--- src/rtl/sram_frame_ctrl.sv ---
// rtl/sram_frame_ctrl.sv - Frame sequencer moving N*M bytes between PRNG, async SRAM and pixel path
// Define SRAM_CTRL_WR_HOLD_EN to add a data-hold cycle after every write strobe.
module sram_frame_ctrl #(
    parameter int N          = 640,
    parameter int M          = 480,
    parameter int CNT_WIDTH  = 10,
    parameter int ADDR_WIDTH = 19
) (
    input  logic                  i_clk,
    input  logic                  i_rst,
    input  logic                  i_start,
    input  logic                  i_mode,
    input  logic [CNT_WIDTH-1:0]  i_count_n,
    input  logic [CNT_WIDTH-1:0]  i_count_m,
    input  logic [7:0]            i_prng_data,
    input  logic [7:0]            i_sram_rdata,
    output logic                  o_cnt_rst,
    output logic                  o_cnt_en,
    output logic                  o_prng_en,
    output logic [ADDR_WIDTH-1:0] o_addr,
    output logic [7:0]            o_sram_wdata,
    output logic                  o_sram_wdata_oe,
    output logic                  o_ce_n,
    output logic                  o_we_n,
    output logic                  o_oe_n,
    output logic [7:0]            o_pixel,
    output logic                  o_pixel_valid,
    output logic                  o_busy,
    output logic                  o_done
);

    typedef enum logic [2:0] {
        S_IDLE,
        S_CLR,
        S_WR_SETUP,
        S_WR_PULSE,
`ifdef SRAM_CTRL_WR_HOLD_EN
        S_WR_HOLD,
`endif
        S_RD_SETUP,
        S_RD_SAMPLE,
        S_DONE
    } state_t;

    state_t                state_q, state_d;
    logic                  mode_q, mode_d;
    logic                  cnt_rst_q, cnt_rst_d;
    logic                  cnt_en_q, cnt_en_d;
    logic                  prng_en_q, prng_en_d;
    logic [ADDR_WIDTH-1:0] addr_q, addr_d;
    logic [7:0]            wdata_q, wdata_d;
    logic                  wdata_oe_q, wdata_oe_d;
    logic                  ce_n_q, ce_n_d;
    logic                  we_n_q, we_n_d;
    logic                  oe_n_q, oe_n_d;
    logic [7:0]            pixel_q, pixel_d;
    logic                  pixel_valid_q, pixel_valid_d;
    logic                  busy_q, busy_d;
    logic                  done_q, done_d;

    logic [ADDR_WIDTH-1:0] pos_addr;
    logic [ADDR_WIDTH-1:0] next_addr;
    logic                  last_byte;
    logic                  in_wr;
    logic                  in_rd;
    logic                  advance;

    // The counter steps at the edge that leaves the advance cycle, so the address
    // for the next SETUP is the linear position plus one, registered at that same edge.
    assign pos_addr  = ADDR_WIDTH'(i_count_m) * ADDR_WIDTH'(N) + ADDR_WIDTH'(i_count_n);
    assign next_addr = pos_addr + 1'b1;
    assign last_byte = (i_count_n == CNT_WIDTH'(N - 1)) && (i_count_m == CNT_WIDTH'(M - 1));

    always_comb begin
        state_d = state_q;
        mode_d  = mode_q;
        addr_d  = addr_q;
        wdata_d = wdata_q;
        pixel_d = pixel_q;
        case (state_q)
            S_IDLE: begin
                if (i_start) begin
                    state_d = S_CLR;
                    mode_d  = i_mode;
                end
            end
            S_CLR: begin
                state_d = mode_q ? S_RD_SETUP : S_WR_SETUP;
                addr_d  = '0;
            end
            S_WR_SETUP: begin
                state_d = S_WR_PULSE;
                wdata_d = i_prng_data;
            end
`ifdef SRAM_CTRL_WR_HOLD_EN
            S_WR_PULSE: begin
                state_d = S_WR_HOLD;
            end
            S_WR_HOLD: begin
                if (last_byte) begin
                    state_d = S_DONE;
                end else begin
                    state_d = S_WR_SETUP;
                    addr_d  = next_addr;
                end
            end
`else
            S_WR_PULSE: begin
                if (last_byte) begin
                    state_d = S_DONE;
                end else begin
                    state_d = S_WR_SETUP;
                    addr_d  = next_addr;
                end
            end
`endif
            S_RD_SETUP: begin
                state_d = S_RD_SAMPLE;
                pixel_d = i_sram_rdata;
            end
            S_RD_SAMPLE: begin
                if (last_byte) begin
                    state_d = S_DONE;
                end else begin
                    state_d = S_RD_SETUP;
                    addr_d  = next_addr;
                end
            end
            S_DONE: begin
                state_d = S_IDLE;
            end
            default: begin
                state_d = S_IDLE;
            end
        endcase
    end

    // Strobes are decoded from the next state so each registered output lines up with its state.
    always_comb begin
`ifdef SRAM_CTRL_WR_HOLD_EN
        in_wr   = (state_d == S_WR_SETUP) || (state_d == S_WR_PULSE) || (state_d == S_WR_HOLD);
        advance = (state_d == S_WR_HOLD) || (state_d == S_RD_SAMPLE);
        prng_en_d = (state_d == S_WR_HOLD);
`else
        in_wr   = (state_d == S_WR_SETUP) || (state_d == S_WR_PULSE);
        advance = (state_d == S_WR_PULSE) || (state_d == S_RD_SAMPLE);
        prng_en_d = (state_d == S_WR_PULSE);
`endif
        in_rd         = (state_d == S_RD_SETUP) || (state_d == S_RD_SAMPLE);
        cnt_rst_d     = (state_d != S_CLR);
        cnt_en_d      = !advance;
        wdata_oe_d    = in_wr;
        ce_n_d        = !(in_wr || in_rd);
        we_n_d        = (state_d != S_WR_PULSE);
        oe_n_d        = !in_rd;
        pixel_valid_d = (state_d == S_RD_SAMPLE);
        busy_d        = (state_d != S_IDLE);
        done_d        = (state_d == S_DONE);
    end

    always_ff @(posedge i_clk or negedge i_rst) begin
        if (!i_rst) begin
            state_q       <= S_IDLE;
            mode_q        <= 1'b0;
            cnt_rst_q     <= 1'b1;
            cnt_en_q      <= 1'b1;
            prng_en_q     <= 1'b0;
            addr_q        <= '0;
            wdata_q       <= '0;
            wdata_oe_q    <= 1'b0;
            ce_n_q        <= 1'b1;
            we_n_q        <= 1'b1;
            oe_n_q        <= 1'b1;
            pixel_q       <= '0;
            pixel_valid_q <= 1'b0;
            busy_q        <= 1'b0;
            done_q        <= 1'b0;
        end else begin
            state_q       <= state_d;
            mode_q        <= mode_d;
            cnt_rst_q     <= cnt_rst_d;
            cnt_en_q      <= cnt_en_d;
            prng_en_q     <= prng_en_d;
            addr_q        <= addr_d;
            wdata_q       <= wdata_d;
            wdata_oe_q    <= wdata_oe_d;
            ce_n_q        <= ce_n_d;
            we_n_q        <= we_n_d;
            oe_n_q        <= oe_n_d;
            pixel_q       <= pixel_d;
            pixel_valid_q <= pixel_valid_d;
            busy_q        <= busy_d;
            done_q        <= done_d;
        end
    end

    assign o_cnt_rst       = cnt_rst_q;
    assign o_cnt_en        = cnt_en_q;
    assign o_prng_en       = prng_en_q;
    assign o_addr          = addr_q;
    assign o_sram_wdata    = wdata_q;
    assign o_sram_wdata_oe = wdata_oe_q;
    assign o_ce_n          = ce_n_q;
    assign o_we_n          = we_n_q;
    assign o_oe_n          = oe_n_q;
    assign o_pixel         = pixel_q;
    assign o_pixel_valid   = pixel_valid_q;
    assign o_busy          = busy_q;
    assign o_done          = done_q;

endmodule

--- config.mk ---
export PLATFORM = sky130hd
export DESIGN_NAME = sram_frame_ctrl
export DESIGN_NICKNAME = d
export VERILOG_FILES = /design/src/rtl/sram_frame_ctrl.sv
export SDC_FILE = /design/constraint.sdc
export NUM_CORES = 1
export LEC_CHECK = 0
export ABC_AREA = 1
export CORE_ASPECT_RATIO = 0.5
export CORE_MARGIN = 10
export CORE_UTILIZATION = 48
export CTS_CLUSTER_DIAMETER = 30
export DETAILED_ROUTE_END_ITERATION = 7
export GPL_ROUTABILITY_DRIVEN = 0
export GPL_TIMING_DRIVEN = 0
export PLACE_DENSITY_LB_ADDON = 0.3
export SKIP_LAST_GASP = 1
export SYNTH_ARGS = -nofsm -noshare
export SYNTH_HDL_FRONTEND = slang
export SYNTH_SLANG_ARGS = --single-unit
--- constraint.sdc ---
create_clock -name i_clk -period 1.9 [get_ports i_clk]
set_input_delay 0.475 -clock i_clk [delete_from_list [all_inputs] [get_ports i_clk]]
set_output_delay 0.475 -clock i_clk [all_outputs]
set_load 0.02 [all_outputs]
==> results_tabular.tex, run 1 <==
\begin{tabular}{lr}
\hline
Metric & Value \\
\hline
\multicolumn{2}{l}{\textbf{Floorplan}} \\
\quad Boundary Pins & 85 \\
\quad Core Area & 5658 um2 \\
\quad Die boundary height & 74.87 um \\
\quad Standard-cell rows & 19 \\
\quad Die area & about 9700 um2 \\
\quad Starting density of the core & between 50\% and 60\% \\
\quad Die Wd & between 100 and 150 um \\
\multicolumn{2}{l}{\textbf{Place}} \\
\quad Buffers on Ports & 84 \\
\quad Setup slack after placement & -1.063 ns \\
\quad Instance area at placement & 3876 um2 \\
\quad DP Wirelength & $\sim$5.9 mm \\
\multicolumn{2}{l}{\textbf{Timing}} \\
\quad Count of pins over their slew limit & 0 \\
\quad Post-route clock period utilization & 111.2\% \\
\quad Total setup violations reported at the end of the flow & 6 \\
\quad Min Hold Slack & 0.08054 ns \\
\quad Post-route setup slack & -0.2124 ns \\
\quad RSZ-0062 raised after global routing & true \\
\quad Transition time at the pin with the least slew margin & 0.4973 ns \\
\quad Post-route clock skew & 0.005452 ns \\
\quad Headroom to the max-slew limit & 66.72\% \\
\quad Total Negative Setup Slacks & -0.9716 ns \\
\quad Number of endpoints with negative hold slack in the final report & 0 \\
\quad Minimum clock period after layout & 2.112 ns \\
\quad Fmax & about 470 MHz \\
\multicolumn{2}{l}{\textbf{GRT}} \\
\quad Number of antenna violations at the first check in global routing & 0 \\
\quad Number of global-route vias before repair & 2748 \\
\quad Overall track demand over capacity in global routing & 16.58\% \\
\quad Remaining global-route overflow & 0 \\
\quad First-pass GRT wire length & 13.05 mm \\
\quad Largest net degree at the start of global routing & 37 \\
\multicolumn{2}{l}{\textbf{Clock tree}} \\
\quad Largest buffer count on any clock path & 2 \\
\quad Worst-path clk slew & 0.06 ns \\
\quad Max H-tree Level & 2 \\
\quad Count of hold-fix buffers inserted at cts & 0 \\
\quad Clock latency on the worst-skew pair & 0.28 ns \\
\quad CTS tree & built \\
\quad Clock sink total & between 40 and 50 \\
\quad Number of CTS-inserted buffers & 5 \\
\quad Root Buffer Master & sky130\_fd\_sc\_hd\_\_clkbuf\_16 \\
\multicolumn{2}{l}{\textbf{Logic synthesis}} \\
\quad Xor and xnor area share after synthesis & approximately 1.2\% \\
\quad Area share of and/or/nand/nor cells after synthesis & 32.86\% \\
\quad Average instance area after synthesis & 7.507 um2 \\
\quad Post-Synthesis Cells & slightly below 400 \\
\quad Fraction of the mapped netlist area in adder cells & 9.351\% \\
\quad Share of the synthesized area in compound gates (AO/OA/AOI/OAI) & 7.273\% \\
\quad Number of register bits inferred by synthesis & 49 \\
\quad Mapped cell area & 2890 um2 \\
\quad Multiplexer share of the synthesized area & 0\% \\
\quad Post-synth top area cell & sky130\_fd\_sc\_hd\_\_dfrtp\_1 \\
\quad Dominant combinational cell family by area after synthesis & simple AND/OR/NAND/NOR gates \\
\quad Largest cells by area after synthesis & sky130\_fd\_sc\_hd\_\_dfrtp\_1, sky130\_fd\_sc\_hd\_\_nand2\_1, sky130\_fd\_sc\_hd\_\_ha\_1 \\
\quad Number of nets produced by synthesis & 446 \\
\quad Sequential-to-total area share from yosys stat & roughly 43\% \\
\quad Number of distinct library cells after synthesis & 34 \\
\quad Fraction of synthesized cell area taken by the top area cell type & 38.10\% \\
\quad Number of synthesis warnings & 0 \\
\multicolumn{2}{l}{\textbf{Setup path}} \\
\quad CP arrival & approximately 2.3 ns \\
\quad Critical-path maximum fanout & 3 \\
\quad Capture point of the worst reg-to-reg path & o\_addr[12]\$\_DFFE\_PN0P\_ \\
\quad Start-to-end type of the worst setup path & primary input to flop \\
\quad Reg-to-reg startpoint & state\_q[1]\$\_DFF\_PN0\_ \\
\quad Crit path capture type & flop \\
\quad Internal reg-to-reg setup slack & 0.25 ns \\
\quad R2R cell count & 12 \\
\quad Startpoint Class & primary input \\
\quad Endpoint required time on the critical path & 2.13 ns \\
\multicolumn{2}{l}{\textbf{Status}} \\
\quad Failing checks & negative setup slack \\
\quad Result of the run & finished with violations \\
\multicolumn{2}{l}{\textbf{Pwr}} \\
\quad Power density over cell area & 1410 nW/um2 \\
\quad Int Pwr & 3.727 mW \\
\quad Switching Share & 40.78\% \\
\quad Static Leak & 2.147 nW \\
\quad Power dissipated by switching net loads & 2.567 mW \\
\quad Combinational share of power & between 50 and 60\% \\
\quad Total power of the final layout & around 6.3 mW \\
\quad Clock power share & 13.5\% \\
\quad Share of total power in sequential cells & 28.4\% \\
\quad Max rail drop VDD & 0.5563 mV \\
\multicolumn{2}{l}{\textbf{Run}} \\
\quad Maximum capacitance violations & 0 \\
\multicolumn{2}{l}{\textbf{Routing}} \\
\quad Detailed-route wire length per cell & about 15 um \\
\quad Count of vias placed by the detailed router & 2865 \\
\quad Iteration-0 DRC count of the detailed router & roughly 150 \\
\quad Remaining routing DRC violations & 0 \\
\quad Antenna violation net count after detailed routing & 0 \\
\quad Length of the first detailed-routing pass in iterations & 4 \\
\quad Vias per inst & 5.089 \\
\quad Total length of routed wires & 8.270 mm \\
\multicolumn{2}{l}{\textbf{Final layout}} \\
\quad Final Instance Area & around 4500 um2 \\
\quad Area growth from synthesis to layout & 54.42\% \\
\quad Antenna diode instance count & 0 \\
\quad Net total in the final layout & between 500 and 600 \\
\quad Fillers & 383 \\
\quad Share of cells above drive strength 1 & 20.00\% \\
\multicolumn{2}{l}{\textbf{Min path}} \\
\quad Class of the worst hold path & primary input to async pin \\
\hline
\end{tabular}
## routing by layer
layer  global-route usage (%)  up-vias  routed length (um)
met3                    2.943       14                 473
met2                    31.01       88                4141
li1                         -     1438                   -
met5                        0        -                   0
met1                    19.49     1325                3515
met4                    4.455        0                 139
## worst max-delay path, stage by stage
cell	delay, ns
sky130_fd_sc_hd__buf_8	0.10
sky130_fd_sc_hd__ha_4	0.23
sky130_fd_sc_hd__ha_4	0.16
sky130_fd_sc_hd__fa_2	0.55
sky130_fd_sc_hd__nand2_2	0.07
sky130_fd_sc_hd__nor2_2	0.10
sky130_fd_sc_hd__inv_2	0.06
sky130_fd_sc_hd__nor2_4	0.10
sky130_fd_sc_hd__nand2_2	0.09
sky130_fd_sc_hd__nor2_4	0.15
sky130_fd_sc_hd__nand2_1	0.06
sky130_fd_sc_hd__nand2_1	0.07
sky130_fd_sc_hd__nand3_2	0.07
sky130_fd_sc_hd__nand2_1	0.05
## flip-flops by register name, indices dropped and copies added, names as in the netlist, 3 cells and up
name and flops:
state_q 3, o_addr 19, o_sram_wdata 8, o_pixel 8
## synthesized netlist by cell type
master and number:
sky130_fd_sc_hd__nand2_1 159, sky130_fd_sc_hd__dfrtp_1 44, sky130_fd_sc_hd__inv_1 39, sky130_fd_sc_hd__nor2_1 27, sky130_fd_sc_hd__nand3_1 22, sky130_fd_sc_hd__ha_1 20, sky130_fd_sc_hd__a21oi_1 16, sky130_fd_sc_hd__o21ai_0 13
sky130_fd_sc_hd__nand4_1 6, sky130_fd_sc_hd__dfstp_2 5, sky130_fd_sc_hd__o21ai_1 4, sky130_fd_sc_hd__nor3_1 3, sky130_fd_sc_hd__xor2_1 3, sky130_fd_sc_hd__buf_2 2, sky130_fd_sc_hd__nand3_2 2, sky130_fd_sc_hd__o31ai_1 2
sky130_fd_sc_hd__a31oi_1 1, sky130_fd_sc_hd__buf_4 1, sky130_fd_sc_hd__buf_8 1, sky130_fd_sc_hd__clkinv_1 1, sky130_fd_sc_hd__fa_1 1, sky130_fd_sc_hd__inv_2 1, sky130_fd_sc_hd__inv_4 1, sky130_fd_sc_hd__nand2_2 1
sky130_fd_sc_hd__nand2_4 1, sky130_fd_sc_hd__nand3b_1 1, sky130_fd_sc_hd__nor2_2 1, sky130_fd_sc_hd__nor2_4 1, sky130_fd_sc_hd__nor2_8 1, sky130_fd_sc_hd__nor4_1 1, sky130_fd_sc_hd__o211ai_1 1, sky130_fd_sc_hd__o21a_1 1
sky130_fd_sc_hd__o21ai_2 1, sky130_fd_sc_hd__xnor2_1 1
## kinds of logic after synthesis
logic type | after synthesis
AND/OR/NAND/NOR | 226
flip-flops | 49
AO/OA/AOI/OAI | 39
XOR/XNOR | 4
buffers and inverters | 46
adder cells (fa/ha/maj) | 21
## stage by stage
stage | instances | util (%)
global route | 563 | 78.88
CTS | 561 | 77.38
finish | 563 | 78.88
global placement | 542 | 68.24
floorplan | 385 | -
detailed placement | 543 | 68.51
## area by class of cell
type | count | area (um2) | area share [%]
flip-flops and latches | 49 | 1232 | 27.61
clock inverters | 3 | 17.52 | 0.3925
plain buffers | 4 | 32.53 | 0.7289
inverters | 42 | 160.2 | 3.588
well taps | 73 | 91.34 | 2.047
repair buffers | 97 | 977.2 | 21.90
clock buffers | 5 | 125.1 | 2.803
multi-input cells | 290 | 1827 | 40.93
## how the worst max path moves through the flow
stage	start	end	slack (ns)	depth (start not counted)
global placement	i_count_m[1]	o_addr[16]$_DFFE_PN0P_	-1.05	13
detailed placement	i_count_m[1]	o_addr[18]$_DFFE_PN0P_	-1.06	13
CTS	i_count_m[3]	o_addr[18]$_DFFE_PN0P_	-0.23	14
finish	i_count_m[3]	o_addr[18]$_DFFE_PN0P_	-0.21	14
floorplan	i_count_m[1]	o_addr[18]$_DFFE_PN0P_	-0.32	12
global route	i_count_m[3]	o_addr[16]$_DFFE_PN0P_	-0.34	16
## repair_timing
item                       in CTS  in global routing
setup endpoints to repair      24                 25
buffers inserted                9                  2
cloned                          1                  0
gates resized for setup        78                 28
pin swaps                      25                 15
## power by group through the flow
| stage | clock, mW | sequential [mW] | combinational [mW] |
|---|---|---|---|
| after global placement | 0 | 1.78 | 3.09 |
| after global routing | 0.898 | 1.84 | 3.98 |
| after floorplan | 0 | 2.30 | 1.32 |
| after detailed placement | 0 | 1.80 | 3.15 |
| final | 0.849 | 1.79 | 3.66 |
| after CTS | 0.860 | 1.78 | 3.62 |
## cells in the final DEF, fill, tap and decap left out, drive strengths merged, types with 6 or more instances in the layout
| cell | n |
|---|---|
| nand2 | 161 |
| clkdlybuf4s50 | 61 |
| dfrtp | 44 |
| inv | 41 |
| nor2 | 30 |
| nand3 | 24 |
| buf | 22 |
| ha | 20 |
| o21ai | 18 |
| a21oi | 16 |
| clkbuf | 8 |
| dlygate4sd2 | 7 |
| nand4 | 6 |
No activity file was read; power rests on OpenSTA's default activity.
==> run 2, diff against run 1 <==
- CTS_CLUSTER_SIZE: unset -> 10
==> results of run 2 <==
The final DEF is identical to that of run 1; final timing and power are the same.
